`config.mk`:
```
export PLATFORM = sky130hd
export DESIGN_NAME = wb_port_arbiter_flat
export DESIGN_NICKNAME = d
export VERILOG_FILES = /design/src/rtl/wb_port_arbiter_if.sv /design/src/rtl/wb_port_arbiter.sv /design/src/flat_wrapper.sv
export SDC_FILE = /design/constraint.sdc
export NUM_CORES = 1
export LEC_CHECK = 0
export BUFFER_PORTS_ARGS = -buffer_cell sky130_fd_sc_hd__buf_4
export CAP_MARGIN = 20
export CORE_MARGIN = 5
export CORE_UTILIZATION = 48
export CTS_CLUSTER_SIZE = 40
export DETAILED_ROUTE_END_ITERATION = 6
export GPL_TIMING_DRIVEN = 0
export PLACE_DENSITY = 0.84
export SLEW_MARGIN = 10
export SYNTH_ARGS = -nofsm -noshare
export SYNTH_HDL_FRONTEND = slang
export SYNTH_SLANG_ARGS = --single-unit
```
`constraint.sdc`:
```
create_clock -name clk -period 1.9 [get_ports clk]
set_input_delay 0.095 -clock clk [delete_from_list [all_inputs] [get_ports clk]]
set_output_delay 0.095 -clock clk [all_outputs]
set_load 0.05 [all_outputs]
```
`src/rtl/wb_port_arbiter_if.sv`:
```
// Writeback port bundle: two valid/ready writeback channels plus the registered register-file write port.
// The pending scoreboard output exists only when WB_PENDING_EN is defined.
interface wb_port_arbiter_if #(
    parameter int DATA_W = 32,
    parameter int ADDR_W = 5
);
    logic              ch0_valid;
    logic [ADDR_W-1:0] ch0_rd;
    logic [DATA_W-1:0] ch0_data;
    logic              ch0_ready;
    logic              ch1_valid;
    logic [ADDR_W-1:0] ch1_rd;
    logic [DATA_W-1:0] ch1_data;
    logic              ch1_ready;
    logic              RegWrite;
    logic [ADDR_W-1:0] Rd;
    logic [DATA_W-1:0] write_data;
    logic              idle;
`ifdef WB_PENDING_EN
    logic [31:0]       pending;
`endif

    modport slave (
        input  ch0_valid, ch0_rd, ch0_data,
        input  ch1_valid, ch1_rd, ch1_data,
        output ch0_ready, ch1_ready,
        output RegWrite, Rd, write_data, idle
`ifdef WB_PENDING_EN
        , output pending
`endif
    );

    modport master (
        output ch0_valid, ch0_rd, ch0_data,
        output ch1_valid, ch1_rd, ch1_data,
        input  ch0_ready, ch1_ready,
        input  RegWrite, Rd, write_data, idle
`ifdef WB_PENDING_EN
        , input pending
`endif
    );
endinterface

```
`src/rtl/wb_port_arbiter.sv`:
```
// Shares the register-file write port between the ALU (ch0) and LSU (ch1) writeback channels.
// Optional WB_PENDING_EN adds a per-register pending bitmap for issue-stage stall decode.
module wb_port_arbiter #(
    parameter int DATA_W  = 32,
    parameter int ADDR_W  = 5,
    parameter int RR_INIT = 0
) (
    input  logic              clk,
    input  logic              reset,
    wb_port_arbiter_if.slave  bus
);
    logic              full0_q, full0_d, full1_q, full1_d;
    logic [ADDR_W-1:0] rd0_q, rd0_d, rd1_q, rd1_d;
    logic [DATA_W-1:0] data0_q, data0_d, data1_q, data1_d;
    logic              age_q, age_d;
    logic              rr_q, rr_d;
    logic              regwrite_q, regwrite_d;
    logic [ADDR_W-1:0] rd_q, rd_d;
    logic [DATA_W-1:0] wdata_q, wdata_d;
    logic              grant0, grant1;
    logic              accept0, accept1;

    // age_q=1 means ch1 holds the older entry; rr_q names the channel with priority.
    always_comb begin
        grant0 = 1'b0;
        grant1 = 1'b0;
        rr_d   = rr_q;
        if (full0_q && full1_q) begin
            if (rd0_q == rd1_q) begin
                grant0 = !age_q;
                grant1 = age_q;
            end else begin
                grant0 = !rr_q;
                grant1 = rr_q;
                rr_d   = !rr_q;
            end
        end else begin
            grant0 = full0_q;
            grant1 = full1_q;
        end
    end

    assign bus.ch0_ready = !full0_q || grant0;
    assign bus.ch1_ready = !full1_q || grant1;
    assign accept0       = bus.ch0_valid && bus.ch0_ready;
    assign accept1       = bus.ch1_valid && bus.ch1_ready;

    always_comb begin
        full0_d = accept0 || (full0_q && !grant0);
        rd0_d   = accept0 ? bus.ch0_rd   : rd0_q;
        data0_d = accept0 ? bus.ch0_data : data0_q;
        full1_d = accept1 || (full1_q && !grant1);
        rd1_d   = accept1 ? bus.ch1_rd   : rd1_q;
        data1_d = accept1 ? bus.ch1_data : data1_q;
        // The entry that was not just loaded is the older one; a tie favours ch0.
        age_d = age_q;
        if (accept0 && !accept1) begin
            age_d = 1'b1;
        end else if (accept1) begin
            age_d = 1'b0;
        end
    end

    always_comb begin
        regwrite_d = 1'b0;
        rd_d       = rd_q;
        wdata_d    = wdata_q;
        if (grant0) begin
            regwrite_d = (rd0_q != '0);
            rd_d       = rd0_q;
            wdata_d    = data0_q;
        end else if (grant1) begin
            regwrite_d = (rd1_q != '0);
            rd_d       = rd1_q;
            wdata_d    = data1_q;
        end
    end

    always_ff @(posedge clk) begin
        if (!reset) begin
            full0_q    <= 1'b0;
            rd0_q      <= '0;
            data0_q    <= '0;
            full1_q    <= 1'b0;
            rd1_q      <= '0;
            data1_q    <= '0;
            age_q      <= 1'b0;
            rr_q       <= 1'(RR_INIT);
            regwrite_q <= 1'b0;
            rd_q       <= '0;
            wdata_q    <= '0;
        end else begin
            full0_q    <= full0_d;
            rd0_q      <= rd0_d;
            data0_q    <= data0_d;
            full1_q    <= full1_d;
            rd1_q      <= rd1_d;
            data1_q    <= data1_d;
            age_q      <= age_d;
            rr_q       <= rr_d;
            regwrite_q <= regwrite_d;
            rd_q       <= rd_d;
            wdata_q    <= wdata_d;
        end
    end

    assign bus.RegWrite   = regwrite_q;
    assign bus.Rd         = rd_q;
    assign bus.write_data = wdata_q;
    assign bus.idle       = !full0_q && !full1_q && !regwrite_q;

`ifdef WB_PENDING_EN
    logic [31:0] pending_c;

    // Register x0 never blocks issue, so bit 0 stays clear.
    always_comb begin
        pending_c = '0;
        for (int r = 1; r < 32; r++) begin
            pending_c[r] = (full0_q && (rd0_q == ADDR_W'(r)))
                        || (full1_q && (rd1_q == ADDR_W'(r)))
                        || (regwrite_q && (rd_q == ADDR_W'(r)));
        end
    end

    assign bus.pending = pending_c;
`endif
endmodule

```
`src/flat_wrapper.sv`:
```
// flat-port wrapper written by rule: the top's interface ports become plain ports
module wb_port_arbiter_flat 
#(
    parameter int DATA_W  = 32,
    parameter int ADDR_W  = 5,
    parameter int RR_INIT = 0
)
  (clk, reset, bus_ch0_valid, bus_ch0_rd, bus_ch0_data, bus_ch1_valid, bus_ch1_rd, bus_ch1_data, bus_ch0_ready, bus_ch1_ready, bus_RegWrite, bus_Rd, bus_write_data, bus_idle);
  wb_port_arbiter_if #(.DATA_W(DATA_W), .ADDR_W(ADDR_W)) bus_i ();
  input  logic clk;
  input  logic reset;
  input wire logic [$bits(bus_i.ch0_valid)-1:0] bus_ch0_valid;
  input wire logic [$bits(bus_i.ch0_rd)-1:0] bus_ch0_rd;
  input wire logic [$bits(bus_i.ch0_data)-1:0] bus_ch0_data;
  input wire logic [$bits(bus_i.ch1_valid)-1:0] bus_ch1_valid;
  input wire logic [$bits(bus_i.ch1_rd)-1:0] bus_ch1_rd;
  input wire logic [$bits(bus_i.ch1_data)-1:0] bus_ch1_data;
  output wire logic [$bits(bus_i.ch0_ready)-1:0] bus_ch0_ready;
  output wire logic [$bits(bus_i.ch1_ready)-1:0] bus_ch1_ready;
  output wire logic [$bits(bus_i.RegWrite)-1:0] bus_RegWrite;
  output wire logic [$bits(bus_i.Rd)-1:0] bus_Rd;
  output wire logic [$bits(bus_i.write_data)-1:0] bus_write_data;
  output wire logic [$bits(bus_i.idle)-1:0] bus_idle;
  assign bus_i.ch0_valid = bus_ch0_valid;
  assign bus_i.ch0_rd = bus_ch0_rd;
  assign bus_i.ch0_data = bus_ch0_data;
  assign bus_i.ch1_valid = bus_ch1_valid;
  assign bus_i.ch1_rd = bus_ch1_rd;
  assign bus_i.ch1_data = bus_ch1_data;
  assign bus_ch0_ready = bus_i.ch0_ready;
  assign bus_ch1_ready = bus_i.ch1_ready;
  assign bus_RegWrite = bus_i.RegWrite;
  assign bus_Rd = bus_i.Rd;
  assign bus_write_data = bus_i.write_data;
  assign bus_idle = bus_i.idle;
  wb_port_arbiter #(.DATA_W(DATA_W), .ADDR_W(ADDR_W), .RR_INIT(RR_INIT)) u_core (.clk(clk), .reset(reset), .bus(bus_i));
endmodule
```
==> flow_summary.yaml <==
pwr:
  sw_frac_of_total: 0.296
  max-vdd-ir-drop_v: 0.000452
  p_seq_frac: 0.352
  switching_power_mw: 2.35
  total_leakage_power_nw: 3.70
  power_per_cell_area_mw_per_mm2: 930
  power.share.combinational: 0.233
  power.internal_mw: 5.58
  power_frac_clock: 0.415
worst_hold_path:
  timing.hold.worst.class: "in2reg"
  min_from: "reset"
  timing.hold.worst_endpoint: "u_core.bus.write_data[1]$_SDFFE_PN0P_"
  hold_depth: 4
timing:
  fin_tns_setup_ns: -32.50
  fin_hold_ws_ns: 0.0928
  post-route-period-util: 1.21
  final-hold-violation-count: 0
  timing.fmax_mhz: 434
  final.setup.worst_slack_ns: -0.404
  fin_skew_ns: 0.0124
  slew_headroom: 0.508
  max_slew.worst_pin.slew_ns: 0.739
  layout_min_cycle_time_ns: 2.30
  maxSlewViolCount: 0
  unrepaired_setup_endpoints_after_global_routing: "true"
  report.final.setup_viol: 115
worst_setup_path:
  cp_data_required_time_ns: 2.34
  worst_setup_path_end_kind: "flop"
  timing.reg2reg.worst_path_depth: 9
  crit-reg2reg-launch: "u_core.rd1_q[2]$_SDFFE_PN0P_"
  critical_path_arrival_ns: 2.74
  timing.reg2reg.setup_slack_ns: -0.40
  critical_path.startpoint_type: "flop"
  worst_r2r_endpoint: "u_core.data0_q[30]$_SDFFE_PN0P_"
  setup.worst_path.class: "reg2reg"
  cp_max_fo: 6
grt:
  antenna_found_initial: 0
  grt_overflow_total: 0
  groute.layer.met2.usage: 0.523
  gr-usage-all-layers: 0.294
  globalRouteMet3Util: 0.0599
  grt_first_pass_wirelength_um: 29700
  grt_busiest_layer: "met2"
  first_global_vias: 5792
  largest_net_degree_at_the_start_of_global_routing: 17
  grt_use_met1: 0.340
clock_network:
  clkTransAtPathRegs_ns: 0.06
  cts.path.max_buffers: 2
  clock-sinks: 116
  cts_buffers: 17
  htree_levels: 4
  worst_skew_pair.late_latency_ns: 0.53
  cts_tree: "done"
  cts.root.buffer_cell: "sky130_fd_sc_hd__clkbuf_8"
synthesis:
  post_synth_instance_area_sq_mm: 0.00510
  postSynthNetCount: 652
  synth.yosys.seq_area_share: 0.456
  postSynthCellCount: 574
  syn-mean-instance-area_sq_um: 8.88
  synth_warnings: 0
  synth_cell_type_count: 38
  yosys_register_bits: 116
final_layout:
  post_route_cells_drive_above_1_share: 0.320
  antennaDiodeCount: 0
  syn2layout_area_growth_pct: 67.3
  fin_nets: 890
route:
  detailedRoute.firstPassIterationCount: 5
  detail_route.iter0.violations: 428
  number_of_drc_violations_after_detailed_routing: 0
  route.antenna.remaining_nets: 0
  vias_per_cell: 5.62
  routedWlPerCell_um: 20.8
  routed_wirelength_um: 20000
  via_count: 5397
floorplan:
  chipWidth_um: 113
  height_of_the_die_um: 113
  fp.dieArea_sq_mm: 0.0128
  design.portCount: 119
  core_area_sq_mm: 0.0103
  initial_utilization: 0.494
  placementRows: 37
placed_design:
  place.port_buffers: 118
  weighted_congestion_reported_at_the_end_of_routability_driven_placement: 0.816
  dpl.hpwl_um: 10100
job:
  cap_violations: 0
status:
  failing_checks: "setup timing"
  outcome: "complete, but fails checks"
[routing by layer]
layer | vias up | part of all wire | wire, um
met1 | 2581 | 0.38 | 7520
met2 | 317 | 0.51 | 10300
met5 | - | 0 | 0
met4 | 0 | 0.040 | 801
met3 | 85 | 0.072 | 1440
li1 | 2414 | - | -
[cell usage after synthesis (all sizes together)]
cell | number | area, sq um
a2111oi | 1 | 27.5
a211oi | 1 | 7.51
a21oi | 3 | 15.0
a221oi | 37 | 324
a22o | 1 | 8.76
and2 | 1 | 6.26
and2b | 2 | 17.5
and3 | 1 | 6.26
and3b | 1 | 8.76
buf | 11 | 134
clkbuf | 31 | 176
dfxtp | 116 | 2320
dlygate4sd1 | 1 | 8.76
dlygate4sd3 | 1 | 10.0
inv | 39 | 146
mux2i | 77 | 771
nand2 | 151 | 567
nand3 | 2 | 10.0
nand4 | 2 | 12.5
nand4b | 1 | 23.8
nor2 | 38 | 143
nor2b | 1 | 6.26
nor3 | 1 | 10.0
nor4 | 1 | 6.26
nor4b | 1 | 15.0
o211a | 1 | 10.0
o211ai | 1 | 7.51
o21ai | 39 | 195
o221a | 2 | 31.3
o221ai | 1 | 8.76
or2 | 3 | 18.8
or4 | 1 | 7.51
xnor2 | 1 | 8.76
xor2 | 3 | 26.3
[worst max-delay path by stage]
stage | slack, ns | depth (start not counted) | startpoint | end
final | -0.40 | 9 | u_core.rd1_q[2]$_SDFFE_PN0P_ | u_core.data0_q[30]$_SDFFE_PN0P_
after global routing | -0.45 | 9 | u_core.rd1_q[2]$_SDFFE_PN0P_ | u_core.data0_q[30]$_SDFFE_PN0P_
after CTS | -0.35 | 7 | u_core.rd0_q[2]$_SDFFE_PN0P_ | bus_ch1_ready
after detailed placement | -0.42 | 7 | u_core.rd0_q[4]$_SDFFE_PN0P_ | u_core.data1_q[11]$_SDFFE_PN0P_
after global placement | -0.28 | 6 | u_core.rd0_q[4]$_SDFFE_PN0P_ | u_core.bus.write_data[28]$_SDFFE_PN0P_
after floorplan | -0.06 | 7 | u_core.rd0_q[2]$_SDFFE_PN0P_ | u_core.data1_q[10]$_SDFFE_PN0P_
[what timing repair did]
item / 4_1_cts / 5_1_grt
pin swaps: 40 / 6
endpoints found under the setup margin: 116 / 116
endpoints found under the hold margin: 77 / 0
resized for setup: 88 / 25
hold buffers: 76 / 0
cloned: 7 / 1
buffers inserted: 16 / 3
[layout by cell type, fill, tap and decap left out, drive strengths merged, types with 2 or more instances in the layout]
cell type / synthesis / final
a21oi: 3 / 3
a221oi: 37 / 37
and2b: 2 / 2
buf: 11 / 156
bufinv: 0 / 3
clkbuf: 31 / 52
clkinv: 0 / 4
clkinvlp: 0 / 2
dfxtp: 116 / 116
dlygate4sd3: 1 / 77
inv: 39 / 39
mux2i: 77 / 77
nand2: 151 / 151
nand3: 2 / 2
nand4: 2 / 2
nor2: 38 / 38
o21ai: 39 / 39
o221a: 2 / 2
or2: 3 / 3
xor2: 3 / 3
[worst max-delay path: stages, from the launching register on]
cell and delay (ns):
sky130_fd_sc_hd__dfxtp_2 0.35, sky130_fd_sc_hd__xor2_2 0.19, sky130_fd_sc_hd__a2111oi_4 0.34, sky130_fd_sc_hd__buf_4 0.21
sky130_fd_sc_hd__buf_6 0.10, sky130_fd_sc_hd__mux2i_1 0.20, sky130_fd_sc_hd__o221a_2 0.26, sky130_fd_sc_hd__buf_12 0.15
sky130_fd_sc_hd__clkbuf_16 0.16, sky130_fd_sc_hd__mux2i_1 0.24
[area by class of cell]
cell class / count / area [sq um]
plain buffers: 42 / 430
clock buffers: 23 / 477
clock inverters: 9 / 125
fillers: 514 / 1800
inverters: 39 / 146
multi-input cells: 375 / 2760
flip-flops and latches: 116 / 2330
well taps: 136 / 170
repair buffers: 221 / 2080
[power by group through the flow]
stage          Sequential (mW)  Combinational [mW]  Clock [mW]
2_1_floorplan             3.08               0.566           0
3_3_place_gp              2.80                1.25           0
3_5_place_dp              2.81                1.28           0
4_1_cts                   2.77                1.70        3.23
5_1_grt                   2.81                1.93        3.38
6_report                  2.79                1.84        3.29
[flip-flops by register name (all words and copies together) (netlist names)]
| name | cells |
|---|---|
| u_core.full1_q | 1 |
| u_core.rr_q | 1 |
| u_core.full0_q | 1 |
| u_core.bus.Rd | 5 |
| u_core.rd1_q | 5 |
| u_core.bus.RegWrite | 1 |
| u_core.rd0_q | 5 |
| u_core.bus.write_data | 32 |
| u_core.data0_q | 32 |
| u_core.data1_q | 32 |
| u_core.age_q | 1 |
[per-stage QoR]
stage / cell area, sq um / cells / utilization / power [mW] / setup WS, ns
floorplan: 5140 / 574 / - / 3.65 / -0.0621
global placement: 6200 / 828 / 0.600 / 4.05 / -0.277
detailed placement: 6200 / 828 / 0.600 / 4.10 / -0.415
CTS: 8330 / 958 / 0.806 / 7.69 / -0.346
global route: 8530 / 961 / 0.826 / 8.12 / -0.446
finish: 8530 / 961 / 0.826 / 7.93 / -0.404
[logic make-up (layout without fill, tap and decap cells)]
| logic type | after synthesis | count (layout) | share of synthesized area |
|---|---|---|---|
| DFF | 116 | 116 | 0.456 |
| AOI/OAI and AO/OA | 87 | 87 | 0.125 |
| and+or+nand+nor | 207 | 207 | 0.168 |
| buffers and inverters | 83 | 334 | 0.0933 |
| muxes | 77 | 77 | 0.151 |
| xor gates and xnor gates | 4 | 4 | 0.00687 |
Note: power is estimated with default switching activity, not from simulation.
